===== src/rtl/drac_pkg.sv =====
// Core-wide configuration constants shared by the L1.5 interface blocks.
package drac_pkg;

   // Default number of request-queue entries in front of the L1.5.
   localparam int unsigned L15_REQ_QUEUE_DEPTH = 32'd4;
   // Default cap on requests acknowledged by the L1.5 but not yet answered.
   localparam int unsigned L15_MAX_OUTSTANDING = 32'd8;

endpackage


===== src/rtl/wt_cache_pkg.sv =====
// Request and return structures of the core <-> L1.5 interface.
package wt_cache_pkg;

   typedef struct packed {
      logic        l15_val;
      logic [4:0]  l15_rqtype;
      logic        l15_nc;
      logic [2:0]  l15_size;
      logic [39:0] l15_address;
      logic [63:0] l15_data;
   } l15_req_t;

   typedef struct packed {
      logic        l15_val;
      logic [3:0]  l15_returntype;
      logic        l15_header_ack;
      logic [63:0] l15_data_0;
   } l15_rtrn_t;

endpackage


===== src/rtl/lagarto_l15_fifo.sv =====
// Generic struct FIFO: registered pointers/count, unreset storage, head always visible.
module lagarto_l15_fifo #(
   parameter int unsigned DEPTH = 32'd4,
   parameter type         T     = logic
) (
   input  logic                     clk_i,
   input  logic                     rst_ni,
   input  logic                     push_i,
   input  T                         data_i,
   input  logic                     pop_i,
   output T                         head_o,
   output logic [$clog2(DEPTH):0]   count_o,
   output logic                     full_o,
   output logic                     empty_o
);

   localparam int unsigned PW = $clog2(DEPTH);

   T                mem_r [DEPTH];
   logic [PW-1:0]   wr_ptr_r;
   logic [PW-1:0]   rd_ptr_r;
   logic [PW:0]     count_r;
   logic            push_ok_s;
   logic            pop_ok_s;

   assign full_o    = (count_r == (PW+1)'(DEPTH));
   assign empty_o   = (count_r == (PW+1)'(0));
   assign push_ok_s = push_i && !full_o;
   assign pop_ok_s  = pop_i && !empty_o;
   assign head_o    = mem_r[rd_ptr_r];
   assign count_o   = count_r;

   // Entry storage: written on accepted push only, no reset needed.
   always_ff @(posedge clk_i) begin
      if (push_ok_s) begin
         mem_r[wr_ptr_r] <= data_i;
      end
   end

   // Pointers wrap naturally because DEPTH is a power of two.
   always_ff @(posedge clk_i or negedge rst_ni) begin
      if (!rst_ni) begin
         wr_ptr_r <= '0;
         rd_ptr_r <= '0;
      end else begin
         if (push_ok_s) begin
            wr_ptr_r <= wr_ptr_r + PW'(1);
         end
         if (pop_ok_s) begin
            rd_ptr_r <= rd_ptr_r + PW'(1);
         end
      end
   end

   // Occupancy: simultaneous push and pop leave it unchanged.
   always_ff @(posedge clk_i or negedge rst_ni) begin
      if (!rst_ni) begin
         count_r <= '0;
      end else begin
         case ({push_ok_s, pop_ok_s})
            2'b10:   count_r <= count_r + (PW+1)'(1);
            2'b01:   count_r <= count_r - (PW+1)'(1);
            default: count_r <= count_r;
         endcase
      end
   end

endmodule


===== src/rtl/lagarto_l15_req_queue.sv =====
// Core-to-L1.5 request queue with outstanding-request credit cap and sticky protocol error.
module lagarto_l15_req_queue
   import drac_pkg::*;
   import wt_cache_pkg::*;
#(
   parameter int unsigned DEPTH           = L15_REQ_QUEUE_DEPTH,
   parameter int unsigned MAX_OUTSTANDING = L15_MAX_OUTSTANDING
) (
   input  logic                     clk_i,
   input  logic                     rst_ni,
   input  l15_req_t                 core_req_i,
   output logic                     core_ready_o,
   output l15_req_t                 l15_req_o,
   input  l15_rtrn_t                l15_rtrn_i,
   input  logic                     resp_done_i,
   output logic [$clog2(DEPTH):0]   count_o,
   output logic [7:0]               outstanding_o,
   output logic                     err_o
);

   l15_req_t                 head_s;
   logic [$clog2(DEPTH):0]   count_s;
   logic                     full_s;
   logic                     empty_s;
   logic                     push_s;
   logic                     pop_s;
   logic                     issue_s;
   logic                     ack_s;
   logic                     err_hit_s;
   logic [7:0]               outstanding_r;
   logic [7:0]               outstanding_nxt_s;
   logic                     err_r;
   logic                     unused_rtrn_s;

   // Only the header ack of the return channel matters here.
   assign ack_s         = l15_rtrn_i.l15_header_ack;
   assign unused_rtrn_s = ^{l15_rtrn_i.l15_val, l15_rtrn_i.l15_returntype,
                            l15_rtrn_i.l15_data_0, head_s.l15_val};

   // Ready and issue depend only on registered state (no bypass, no pop-to-push forwarding).
   assign core_ready_o  = !full_s;
   assign push_s        = core_req_i.l15_val && !full_s;
   assign issue_s       = !empty_s && (outstanding_r < 8'(MAX_OUTSTANDING));
   assign pop_s         = issue_s && ack_s;
   assign err_hit_s     = (ack_s && !issue_s) || (resp_done_i && (outstanding_r == 8'd0));

   assign count_o       = count_s;
   assign outstanding_o = outstanding_r;
   assign err_o         = err_r;

   lagarto_l15_fifo #(
      .DEPTH (DEPTH),
      .T     (l15_req_t)
   ) u_fifo (
      .clk_i   (clk_i),
      .rst_ni  (rst_ni),
      .push_i  (push_s),
      .data_i  (core_req_i),
      .pop_i   (pop_s),
      .head_o  (head_s),
      .count_o (count_s),
      .full_o  (full_s),
      .empty_o (empty_s)
   );

   // Present the head entry; valid is gated by occupancy and credits.
   always_comb begin
      l15_req_o         = head_s;
      l15_req_o.l15_val = issue_s;
   end

   // Credit counter next value: +1 on issue pop, -1 on response, never below zero.
   always_comb begin
      outstanding_nxt_s = outstanding_r;
      case ({pop_s, resp_done_i})
         2'b10: outstanding_nxt_s = outstanding_r + 8'd1;
         2'b01: begin
            if (outstanding_r != 8'd0) begin
               outstanding_nxt_s = outstanding_r - 8'd1;
            end else begin
               outstanding_nxt_s = outstanding_r;
            end
         end
         default: outstanding_nxt_s = outstanding_r;
      endcase
   end

   // Credit counter register.
   always_ff @(posedge clk_i or negedge rst_ni) begin
      if (!rst_ni) begin
         outstanding_r <= 8'd0;
      end else begin
         outstanding_r <= outstanding_nxt_s;
      end
   end

   // Sticky error: spurious header ack or response with nothing in flight.
   always_ff @(posedge clk_i or negedge rst_ni) begin
      if (!rst_ni) begin
         err_r <= 1'b0;
      end else if (err_hit_s) begin
         err_r <= 1'b1;
      end else begin
         err_r <= err_r;
      end
   end

endmodule


===== config.mk =====
export PLATFORM = sky130hd
export DESIGN_NAME = lagarto_l15_req_queue
export DESIGN_NICKNAME = d
export VERILOG_FILES = /design/src/rtl/drac_pkg.sv /design/src/rtl/wt_cache_pkg.sv /design/src/rtl/lagarto_l15_fifo.sv /design/src/rtl/lagarto_l15_req_queue.sv
export SDC_FILE = /design/constraint.sdc
export NUM_CORES = 1
export LEC_CHECK = 0
export CAP_MARGIN = 20
export CORE_UTILIZATION = 40
export DETAILED_ROUTE_END_ITERATION = 10
export PLACE_DENSITY = 0.75
export SLEW_MARGIN = 20
export SYNTH_ARGS = -nofsm -noshare
export SYNTH_HDL_FRONTEND = slang
export SYNTH_HIERARCHICAL = 1
export SYNTH_SLANG_ARGS = --single-unit

===== constraint.sdc =====
create_clock -name clk_i -period 7 [get_ports clk_i]
set_input_delay 1.05 -clock clk_i [delete_from_list [all_inputs] [get_ports clk_i]]
set_output_delay 1.05 -clock clk_i [all_outputs]
set_load 0.05 [all_outputs]

==> impl_metrics.py <==
metrics = {
    "route": {
        "drtIter0Drc": 529,
        "routedWlPerCell_um": 21.17,
        "drc": 0,
        "detail-route-antenna-nets": 0,
        "vias": 8164,
        "wl_um": 34040,
        "vias_per_cell": 5.077,
        "drt_pass1_iterations": 5,
    },
    "clocking": {
        "clkTransAtPathRegs_ns": 0.06,
        "numClockSinks": 468,
        "post_cts_buffers": 0,
        "ctsHoldBuffers": 0,
        "cts_tree": "yes",
        "ctsResizeCount": 0,
        "cts_made_buffers": 48,
        "cts-root-buf": "clkbuf_16",
        "cts.htree.levels": 2,
        "clock_path_buffers": 3,
        "worstSkewPairLatency_ns": 0.56,
    },
    "finish": {
        "layout-drive-gt1-share_pct": 20.96,
        "nets": 1184,
        "fillerInstances": 3320,
        "syn_to_final_growth_pct": 27.36,
    },
    "pwr": {
        "vdd_drop_max_v": 0.0004358,
        "leakage_nw": 7.158,
        "powerDensity_nw_per_um2": 491.3,
        "seq_power_share_pct": 36.6,
        "p_sw_w": 0.004016,
        "p_int_w": 0.006936,
        "switching_share_pct": 36.67,
        "pwr-share-clk_pct": 24.1,
        "comb_power_share_pct": 39.2,
    },
    "hold_path": {
        "holdPathStages": 2,
        "hp-start": "err_o",
        "min_to": "err_o",
        "hold_class": "flop to flop",
    },
    "status": {
        "status": "finished clean",
    },
    "sta": {
        "rsz0062_at_grt": "no",
        "fmax_mhz": 214.4,
        "setup_violations": 0,
        "min_period_over_period_pct": 66.62,
        "min_period_ns": 4.664,
        "finalWorstSetupSlack_ns": 2.336,
        "slew_headroom_pct": 35.20,
        "drv_slew": 0,
        "holdWs_ns": 0.5024,
        "clock_skew_ns": 0.008261,
        "worstMarginPinSlew_ns": 0.9720,
        "hold_violations": 0,
        "tns_ns": 0,
    },
    "logic_synthesis": {
        "netlist_instances": 708,
        "syn_nets": 908,
        "syn_area_um2": 17510,
        "yosysWarnings": 6,
        "avgSynthCellArea_um2": 24.73,
    },
    "critical_path": {
        "crit_type": "flop to output pin",
        "cpPeakStageDelay_ns": 1.06,
        "reg2reg_from": "u_fifo/count_o[2]",
        "crit_path_cell_trace": "buf_4, mux4_2, clkdlybuf4s50_1",
        "crit_path_max_fanout": 45,
        "rrSetupSlack_ns": 4.06,
        "timing.rr.end": "u_fifo/mem_r[2][33]",
        "cp-start-kind": "flop",
        "cp_slowest_cell": "dfrtp_4",
        "rr_worst_depth": 5,
        "crit_arrival_ns": 3.61,
        "critPathCaptureType": "output pin",
        "required_ns": 5.95,
    },
    "placed_design": {
        "globalplace.congestion": 0.7788,
        "hpwlAfterDp_um": 19540,
        "io_buffers": 244,
        "dp_slack_ns": 2.778,
    },
    "floorplan": {
        "initial_core_util_pct": 40.64,
        "die_x_um": 211.2,
        "fp-row-count": 76,
        "io_pins": 314,
        "fp.coreArea_um2": 43080,
        "die_h_um": 211.2,
        "die-area_um2": 44610,
    },
    "global_route": {
        "grt_pass1_vias": 8840,
        "antenna_found_initial": 4,
        "grt_max_degree": 59,
        "grt_pass1_wl_um": 51940,
        "grt-ovfl-total": 0,
        "track_usage_pct": 15.54,
    },
    "job": {
        "cap_violations": 0,
    },
}
[worst max-delay path, delay by kind of cell (launching register included)]
kind	cells	cell delay, ns
flops	1	1.06
buf+inv	2	1.39
mux	1	0.57
[flip-flops by register name, summed over array words and instances, names as in the netlist]
signal and count:
u_fifo/mem_r 452, outstanding_o 8, u_fifo/count_o 3, u_fifo/rd_ptr_r 2
u_fifo/wr_ptr_r 2, err_o 1
[routing by layer]
metal	wire length (um)	track usage, %	share of wire (%)	up-vias
met4	500	3.923	1.5	6
met1	14320	20.55	42	4295
met2	16520	24.89	49	247
li1	-	-	-	3564
met5	35	0	0.10	-
met3	2670	5.010	7.8	52
[layout make-up]
type / instances / area [um^2] / share of cell area, %
multi-input cells: 197 / 3308 / 14.84
inverters: 16 / 60.06 / 0.2694
repair buffers: 253 / 2560 / 11.48
flip-flops and latches: 468 / 13980 / 62.71
clock buffers: 56 / 1252 / 5.618
diodes: 2 / 5.005 / 0.02245
well taps: 585 / 732.0 / 3.283
clock inverters: 31 / 396.6 / 1.779
[power by group through the flow]
stage / combinational, W / sequential (W) / clock (W)
6_report: 0.00430 / 0.00401 / 0.00264
5_1_grt: 0.00451 / 0.00408 / 0.00283
4_1_cts: 0.00437 / 0.00403 / 0.00272
3_5_place_dp: 0.00435 / 0.00408 / 0
3_3_place_gp: 0.00434 / 0.00404 / 0
2_1_floorplan: 0.00300 / 0.00402 / 0
[through the flow]
step	cells	utilization (%)	total power [W]	area [um^2]
3_3_place_gp	1519	47.92	0.008383	20640
5_1_grt	1606	51.75	0.01141	22290
6_report	1608	51.76	0.01095	22300
2_1_floorplan	708	-	0.007022	17510
4_1_cts	1606	51.75	0.01112	22290
3_5_place_dp	1519	47.92	0.008435	20640
[worst max path at each step]
| stage | startpoint | end |
|---|---|---|
| 5_1_grt | u_fifo/rd_ptr_r[0] | l15_req_o[27] |
| 2_1_floorplan | core_req_i[113] | u_fifo/mem_r[0][0] |
| 4_1_cts | u_fifo/rd_ptr_r[0] | l15_req_o[27] |
| 3_5_place_dp | u_fifo/rd_ptr_r[0] | l15_req_o[27] |
| 6_report | u_fifo/rd_ptr_r[0] | l15_req_o[27] |
| 3_3_place_gp | u_fifo/rd_ptr_r[0] | l15_req_o[27] |
[placed cells by master (no fill, tap or decap), types with 5 or more instances in the layout]
cell,count
edfxtp_1,452
clkdlybuf4s50_1,244
mux4_2,113
clkbuf_16,49
inv_1,16
dfrtp_1,14
ha_1,11
clkinv_2,9
bufinv_16,9
xnor2_1,7
clkbuf_1,7
clkinv_1,6
o21ai_0,5
buf_4,5
No activity file was read; power rests on OpenSTA's default activity.
